===== src/rtl/ccff_bitstream_loader.sv =====
// Configuration-chain loader: serializes bitstream bytes MSB-first into a
// downstream ccff chain and optionally CRC-checks it by recirculating readback.
module ccff_bitstream_loader #(
  parameter int unsigned CHAIN_LEN = 16,
  parameter int unsigned CNT_W     = 16
) (
  input  logic             prog_clk,
  input  logic             pReset,
  input  logic             start,
  input  logic             verify,
  input  logic             din_valid,
  input  logic [7:0]       din_data,
  output logic             din_ready,
  output logic             ccff_head,
  output logic             ccff_shift_en,
  input  logic             ccff_tail,
  output logic             busy,
  output logic             done,
  output logic             err,
  output logic [CNT_W-1:0] bit_count
);

  localparam logic [CNT_W-1:0] LEN = CNT_W'(CHAIN_LEN);

  typedef enum logic [1:0] {S_IDLE, S_LOAD, S_VERIFY, S_DONE} state_t;

  function automatic logic [7:0] crc8_step(input logic [7:0] i_crc, input logic i_bit);
    logic fb;
    fb = i_crc[7] ^ i_bit;
    return {i_crc[6:0], 1'b0} ^ (fb ? 8'h07 : 8'h00);
  endfunction

  state_t           r_state;
  logic             r_verify;
  logic [7:0]       r_byte;
  logic [2:0]       r_rem;
  logic             r_head;
  logic             r_shift_en;
  logic             r_ready;
  logic             r_busy;
  logic             r_done;
  logic             r_err;
  logic [CNT_W-1:0] r_bit_count;
  logic [7:0]       r_crc_tx;
  logic [7:0]       r_crc_rx;

  logic             w_accept;
  logic [CNT_W-1:0] w_left;
  logic [CNT_W-1:0] w_count_inc;
  logic [7:0]       w_crc_rx_next;

  assign w_accept      = din_valid & r_ready;
  assign w_left        = LEN - r_bit_count;
  assign w_count_inc   = (r_bit_count == LEN) ? LEN : r_bit_count + CNT_W'(1);
  assign w_crc_rx_next = crc8_step(r_crc_rx, ccff_tail);

  // r_head/r_shift_en hold the bit being presented this cycle; r_rem counts
  // bits still waiting in r_byte behind it.
  always_ff @(posedge prog_clk or posedge pReset) begin
    if (pReset) begin
      r_state     <= S_IDLE;
      r_verify    <= 1'b0;
      r_byte      <= 8'h00;
      r_rem       <= 3'd0;
      r_head      <= 1'b0;
      r_shift_en  <= 1'b0;
      r_ready     <= 1'b0;
      r_busy      <= 1'b0;
      r_done      <= 1'b0;
      r_err       <= 1'b0;
      r_bit_count <= '0;
      r_crc_tx    <= 8'h00;
      r_crc_rx    <= 8'h00;
    end else begin
      r_done <= 1'b0;
      case (r_state)
        S_IDLE: begin
          if (start) begin
            r_state     <= S_LOAD;
            r_verify    <= verify;
            r_bit_count <= '0;
            r_err       <= 1'b0;
            r_crc_tx    <= 8'h00;
            r_crc_rx    <= 8'h00;
            r_byte      <= 8'h00;
            r_rem       <= 3'd0;
            r_busy      <= 1'b1;
            r_ready     <= 1'b1;
          end
        end
        S_LOAD: begin
          if (r_shift_en) begin
            r_bit_count <= w_count_inc;
            r_crc_tx    <= crc8_step(r_crc_tx, r_head);
          end
          if (r_bit_count == LEN) begin
            r_ready    <= 1'b0;
            r_head     <= 1'b0;
            if (r_verify) begin
              r_state     <= S_VERIFY;
              r_bit_count <= '0;
              r_shift_en  <= 1'b1;
            end else begin
              r_state    <= S_DONE;
              r_shift_en <= 1'b0;
              r_busy     <= 1'b0;
              r_done     <= 1'b1;
            end
          end else if (r_rem != 3'd0) begin
            r_head     <= r_byte[7];
            r_byte     <= {r_byte[6:0], 1'b0};
            r_rem      <= r_rem - 3'd1;
            r_shift_en <= 1'b1;
          end else if (w_accept) begin
            // Only the bits that still fit in the chain are queued.
            r_head     <= din_data[7];
            r_byte     <= {din_data[6:0], 1'b0};
            r_rem      <= (w_left >= CNT_W'(8)) ? 3'd7 : 3'(w_left - CNT_W'(1));
            r_shift_en <= 1'b1;
            r_ready    <= 1'b0;
          end else begin
            r_head     <= 1'b0;
            r_shift_en <= 1'b0;
            if (r_shift_en) begin
              r_ready <= (w_count_inc != LEN);
            end
          end
        end
        S_VERIFY: begin
          r_bit_count <= w_count_inc;
          r_crc_rx    <= w_crc_rx_next;
          if (w_count_inc == LEN) begin
            r_state    <= S_DONE;
            r_shift_en <= 1'b0;
            r_busy     <= 1'b0;
            r_done     <= 1'b1;
            r_err      <= (w_crc_rx_next != r_crc_tx);
          end
        end
        default: begin
          r_state <= S_IDLE;
        end
      endcase
    end
  end

  // Readback must recirculate the tail bit in the same cycle, so head bypasses
  // the register during VERIFY.
  assign ccff_head     = (r_state == S_VERIFY) ? ccff_tail : r_head;
  assign ccff_shift_en = r_shift_en;
  assign din_ready     = r_ready;
  assign busy          = r_busy;
  assign done          = r_done;
  assign err           = r_err;
  assign bit_count     = r_bit_count;

endmodule

===== config.mk =====
export PLATFORM = sky130hd
export DESIGN_NAME = ccff_bitstream_loader
export DESIGN_NICKNAME = d
export VERILOG_FILES = /design/src/rtl/ccff_bitstream_loader.sv
export SDC_FILE = /design/constraint.sdc
export NUM_CORES = 1
export LEC_CHECK = 0
export CORE_MARGIN = 5
export CORE_UTILIZATION = 61
export CTS_CLUSTER_SIZE = 28
export DETAILED_ROUTE_END_ITERATION = 8
export PLACE_DENSITY = 0.87
export SYNTH_ARGS = -nofsm -noshare
export SYNTH_HDL_FRONTEND = slang
export SYNTH_SLANG_ARGS = --single-unit

===== constraint.sdc =====
create_clock -name prog_clk -period 5.9 [get_ports prog_clk]
set_input_delay 0.59 -clock prog_clk [delete_from_list [all_inputs] [get_ports prog_clk]]
set_output_delay 0.59 -clock prog_clk [all_outputs]
set_load 0.005 [all_outputs]

==> impl_metrics.ini, run 1 <==
[floorplanning]
die-width_um = 83.3
die_area_um2 = 6940
start_util = 0.633
boundaryPins = 36
die_h_um = 83.3
coreArea_um2 = 5170
fp-row-count = 26

[critical_path]
r2r-end = err
path_cells = inv_1 -> ha_1 -> or3b_1 -> or3b_4 -> nor2_1 -> a31oi_1 -> or4_1 -> a21oi_1 -> o22ai_1
critPathKind = flop to flop
worstPathArrival_ns = 3.31
cpMaxStageDelayCell = or4_1
ff2ff_path_depth = 9
cp_max_fo = 11
cp_slowest_stage_delay_ns = 0.60
r2r_start = bit_count[0]
r2r_slack_ns = 2.76
worst_ep_required_time_ns = 6.08
cp-end-kind = flop
worst_setup_path_start_kind = flop

[clock_tree]
htree_levels = 2
cts_root_buffer = clkbuf_8
path_clk_slew_ns = 0.10
post_cts_resized = 0
clockBufferDepth = 2
clk_latency_ns = 0.31
cts_buffers = 5
cts_hold_buffers = 0
cts_setup_buffers = 0
cts_tree = yes
cts_sinks = 51

[route]
drc = 0
drtAntennaViolNets = 0
drt_iter0_drc = 251
drt_pre_antenna_iters = 5
via_count = 2920
avgViaCountPerCell = 6.07
avgRoutedWirePerCell_um = 16.1
totalWireLength_mm = 7.73

[global_route]
grt_pass1_wl_mm = 13.5
grt_antenna_before_repair = 0
grtUsageTotal = 0.230
grt_overflow = 0
grt_max_degree = 52
grt_pass1_vias = 2831

[power]
power_leakage_nw = 1.63
powerDensity_nw_per_um2 = 395
vdd_drop_max_v = 0.000230

[hold_path]
hp-start = r_byte[3]
min_path_cells = 2
hold_class = flop to flop
hold_path_end = r_byte[3]

[yosys]
yosys.area.top_type_share = 0.390
yosysUniqueCellTypes = 56
synth_edf_count = 0
syn_inst = 392
yosys.area.top_type = dfrtp_1
avgSynthCellArea_um2 = 8.36
synthFlopType = dfrtp_1
syn-num-nets = 416
synth_area_um2 = 3280
synth_seq_cells = 51
ys_warn_count = 0
async_reset_ff_frac = 1.00
yosys-top-cells-area = dfrtp_1 39%, nand2_1 8.4%, ha_1 3.8%
ys_seq_area_frac = 0.390

[sta]
rsz0062_at_grt = no
max_slew_margin = 0.200
slew_viol_final = 0
fmax_mhz = 319
final.period_utilization = 0.532
fin_crit_ns = 3.14
skew_ns = 0.0116
hold_viol = 0
final.setup.tns_ns = 0
tightest_slew_ns = 1.19
finalSetupViolations = 0

[final_layout]
fill_cells = 402
num_antenna_cells = 0
layout.nets = 434
final_area_um2 = 3710
fin_util = 0.718
drive_gt1_frac = 0.0584
syn2layout_area_growth_pct = 13.4

[run_status]
run_status = finished clean

[place]
port_buffers = 35
dp_hpwl_mm = 5.41
gp_congestion = 0.917
placed_area_um2 = 3620

[job]
max-cap-violations = 0
[report_power, final]
part           internal, W  leakage [nW]  switching, W
logic             0.000291         0.907      0.000444
clock network    0.0000852        0.0408      0.000127
registers         0.000434         0.686     0.0000850
total             0.000810          1.63      0.000656
[state kept, by name (all words and copies together), names as in the netlist]
name / flops
err: 1
r_crc_rx: 8
r_crc_tx: 8
done: 1
r_head: 1
bit_count: 16
busy: 1
r_state: 2
r_byte: 7
r_verify: 1
r_rem: 3
ccff_shift_en: 1
din_ready: 1
[critical path, delay by kind of cell (launching register included)]
kind                       cells  cell delay (ns)
and+or+nand+nor                4             1.73
buffers and inverters          1             0.15
DFF                            1             0.50
adders and majority gates      1             0.19
AOI/OAI and AO/OA              3             0.44
[worst max path at each step]
| stage | from | end | slack [ns] | cells after the start |
|---|---|---|---|---|
| after detailed placement | bit_count[0] | bit_count[11] | 2.82 | 9 |
| after global placement | bit_count[0] | bit_count[14] | 2.93 | 9 |
| after CTS | bit_count[0] | bit_count[11] | 2.81 | 9 |
| after floorplan | bit_count[0] | r_state[1] | 3.00 | 11 |
| final | bit_count[0] | err | 2.76 | 9 |
| after global routing | bit_count[0] | bit_count[11] | 2.54 | 9 |
[stage by stage]
| stage | worst slack [ns] | instances | power, W | hold slack [ns] |
|---|---|---|---|---|
| floorplan | 3.00 | 392 | 0.00106 | 0.450 |
| global placement | 2.93 | 473 | 0.00122 | 0.462 |
| detailed placement | 2.82 | 473 | 0.00125 | 0.472 |
| CTS | 2.81 | 481 | 0.00146 | 0.493 |
| global route | 2.54 | 481 | 0.00158 | 0.518 |
| finish | 2.76 | 481 | 0.00147 | 0.486 |
[cell type report]
class,instances,area (um^2),area share
clock buffer,5,68.8,0.0185
clock inverter,3,23.8,0.00640
inverter,14,52.6,0.0141
multi-input combinational,302,1850,0.497
sequential,51,1280,0.344
tap,70,87.6,0.0236
timing repair buffer,36,358,0.0963
[cells in the final DEF, fill, tap and decap left out, types with 2 or more instances in the layout]
cell / instances
nand2_1: 73
a211oi_1: 2
mux2_2: 3
xor2_1: 14
dfrtp_1: 51
nor4_1: 6
nor2_1: 26
mux2i_1: 2
nor2b_1: 6
mux2_4: 2
o22ai_1: 3
nand3_1: 20
or2_2: 3
nor3_1: 6
o21ai_1: 7
and3_1: 3
a21oi_1: 13
o21ai_0: 25
o31ai_1: 5
and2_1: 2
a22o_1: 10
clkdlybuf4s50_1: 35
clkbuf_8: 5
nand4_1: 5
nand2b_1: 6
o41ai_1: 4
a31oi_1: 6
a41oi_1: 3
inv_1: 13
nand3b_1: 2
clkinvlp_4: 2
xnor2_1: 12
ha_1: 10
[cells in the mapped netlist (all sizes together) (2+ instances only)]
cell type,count
and2,2
nand3b,2
clkbuf,19
or4,2
a22o,10
buf,6
nand2,73
o31ai,6
a31oi,6
nor3,6
nor4,6
inv,14
a21boi,2
nand3,21
o41ai,4
xor2,14
xnor2,12
dfrtp,51
mux2,5
a211oi,2
o21ai,32
o22ai,3
or2,4
nor2,26
a41oi,3
ha,10
mux2i,2
or3b,2
a21oi,13
and3,3
nand2b,6
o311a,2
nor2b,6
nand4,6
[logic make-up after synthesis]
family,after synthesis,synth area share
AND/OR/NAND/NOR,168,0.249
XOR/XNOR,26,0.0695
AO/OA/AOI/OAI,91,0.182
multiplexers,7,0.0256
adder cells (fa/ha/maj),10,0.0382
buffers and inverters,39,0.0462
flip-flops,51,0.390
[routing by layer]
layer | up-vias | track usage | wire length (um)
met2 | 106 | 0.396 | 3940
li1 | 1404 | - | -
met4 | 0 | 0.0535 | 72
met3 | 11 | 0.0545 | 450
met1 | 1399 | 0.293 | 3270
met5 | - | 0 | 0
Power figures use the tool's default switching activity.
==> inputs of run 2 (changes only) <==
--- a/config.mk
+++ b/config.mk
@@ -6,10 +6,10 @@
 export NUM_CORES = 1
 export LEC_CHECK = 0
 export CORE_MARGIN = 5
-export CORE_UTILIZATION = 61
+export CORE_UTILIZATION = 57
 export CTS_CLUSTER_SIZE = 28
 export DETAILED_ROUTE_END_ITERATION = 8
-export PLACE_DENSITY = 0.87
+export PLACE_DENSITY = 0.83
 export SYNTH_ARGS = -nofsm -noshare
 export SYNTH_HDL_FRONTEND = slang
 export SYNTH_SLANG_ARGS = --single-unit
==> constraint.sdc (replaced) <==
create_clock -name prog_clk -period 2.9 [get_ports prog_clk]
set_input_delay 0.29 -clock prog_clk [delete_from_list [all_inputs] [get_ports prog_clk]]
set_output_delay 0.29 -clock prog_clk [all_outputs]
set_load 0.005 [all_outputs]
==> impl_metrics.ini, run 2 (synthesis gave the netlist of run 1 again) <==
[critical_path]
ff2ff_path_depth = 9
cp_max_fo = 4
path_cells = inv_1 -> ha_1 -> or3b_1 -> or3b_4 -> or2_0 -> o311a_2 -> nor4_1 -> nand2_1 -> a31o_1
cpMaxStageDelayCell = or3b_4
worstPathArrival_ns = 2.98
cp-end-kind = flop
r2r-end = ccff_shift_en
cp_slowest_stage_delay_ns = 0.43
worst-path-buf-inv = 1
critPathKind = flop to flop
path_delay_family = simple AND/OR/NAND/NOR gates
r2r_slack_ns = 0.11
worst_ep_required_time_ns = 3.10
r2r_start = bit_count[0]
worst_setup_path_start_kind = flop

[floorplanning]
die-width_um = 85.8
die_h_um = 85.8
start_util = 0.591
coreArea_um2 = 5540
boundaryPins = 36
fp-row-count = 27
die_area_um2 = 7360

[route]
drc = 0
avgViaCountPerCell = 5.85
drt_iter0_drc = 189
drtAntennaViolNets = 0
via_count = 2956
avgRoutedWirePerCell_um = 15.9
totalWireLength_mm = 8.04
drt_pre_antenna_iters = 4

[final_layout]
syn2layout_area_growth_pct = 19.6
layout.nets = 456
drive_gt1_frac = 0.109
final_cell_mix = 73 x nand2_1, 51 x dfrtp_1, 35 x clkdlybuf4s50_1
fill_cells = 455
largest_reg_flops = 16
final_area_um2 = 3920
num_antenna_cells = 0
final_common_cell = nand2_1

[clock_tree]
cts_tree = yes
cts_sinks = 51
clk_latency_ns = 0.31
htree_levels = 2
cts_root_buffer = clkbuf_8
clockBufferDepth = 2
cts_buffers = 5
cts_hold_buffers = 0
path_clk_slew_ns = 0.09

[sta]
final.period_utilization = 0.960
fmax_mhz = 359
max_slew_margin = 0.598
tightest_slew_ns = 0.599
final.setup.tns_ns = 0
skew_ns = 0.00592
fin_crit_ns = 2.79
rsz0062_at_grt = no
finalSetupViolations = 0
slew_viol_final = 0
hold_viol = 0

[global_route]
grt_pass1_vias = 2918
grt_max_degree = 30
grt_overflow = 0
grtUsageTotal = 0.230
grt_pass1_wl_mm = 13.7
grt_antenna_before_repair = 0

[power]
power_leakage_nw = 1.76
powerDensity_nw_per_um2 = 820
p_switching_w = 0.00136
vdd_drop_max_v = 0.000446
swShare = 0.423
p_int_w = 0.00185
seqPwrFrac = 0.324
clkPwrFrac = 0.156
combPwrFrac = 0.520

[hold_path]
hold_class = input port to asynchronous set/reset pin

[place]
port_buffers = 35
dp_hpwl_mm = 5.83
placed_area_um2 = 3780
gp_congestion = 0.918

[job]
max-cap-violations = 0

[run_status]
run_status = finished clean
## run 2: cell count changes in the layout (fill, tap and decap cells not counted)
cell	delta
buf_12	+1
buf_4	+21
bufinv_16	+1
clkinv_2	+1
clkinv_4	+1
clkinvlp_4	-2
ha_1	-1
ha_2	+1
inv_6	-1
## run 2: power groups by stage
| stage | clock (W) | sequential (W) | combinational, W |
|---|---|---|---|
| finish | 0.000503 | 0.00104 | 0.00167 |
| global route | 0.000544 | 0.00106 | 0.00183 |
| CTS | 0.000512 | 0.00104 | 0.00163 |
| detailed placement | 0 | 0.00105 | 0.00161 |
| global placement | 0 | 0.00104 | 0.00155 |
| floorplan | 0 | 0.00101 | 0.00114 |
## run 2: final cells by class
cell class / instances / area, um^2 / area share
clock buffer: 5 / 68.8 / 0.0176
tap: 72 / 90.1 / 0.0230
multi-input combinational: 302 / 1850 / 0.472
inverter: 14 / 52.6 / 0.0134
clock inverter: 3 / 43.8 / 0.0112
timing repair buffer: 58 / 536 / 0.137
sequential: 51 / 1280 / 0.326
## run 2: worst max path at each step
stage,to,from,slack (ns),cells past startpoint
4_1_cts,bit_count[7],bit_count[0],0.13,10
6_report,ccff_shift_en,bit_count[0],0.11,9
3_3_place_gp,err,bit_count[0],0.19,9
2_1_floorplan,r_state[1],bit_count[0],0.004,11
3_5_place_dp,err,bit_count[0],0.15,9
5_1_grt,err,bit_count[0],0.02,9
## run 2: stage by stage
stage | util | hold WS, ns | setup slack, ns | cells | power [W]
CTS | 0.703 | 0.353 | 0.131 | 504 | 0.00318
global placement | 0.683 | 0.465 | 0.195 | 496 | 0.00259
finish | 0.707 | 0.337 | 0.115 | 505 | 0.00321
global route | 0.707 | 0.388 | 0.0213 | 505 | 0.00343
detailed placement | 0.683 | 0.477 | 0.148 | 496 | 0.00266
floorplan | - | 0.440 | 0.00425 | 392 | 0.00216
## run 2: metal layers
metal | up-vias | wire length, um | track usage | share of wire
met4 | 0 | 147 | 0.0791 | 0.018
met2 | 72 | 4020 | 0.398 | 0.50
met5 | - | 0 | 0 | 0
met1 | 1421 | 3520 | 0.288 | 0.44
li1 | 1450 | - | - | -
met3 | 13 | 345 | 0.0403 | 0.043
## run 2: what timing repair did
item / 4_1_cts / 5_1_grt
buffers inserted: 0 / 1
endpoints found under the setup margin: 0 / 4
resized for setup: 0 / 1
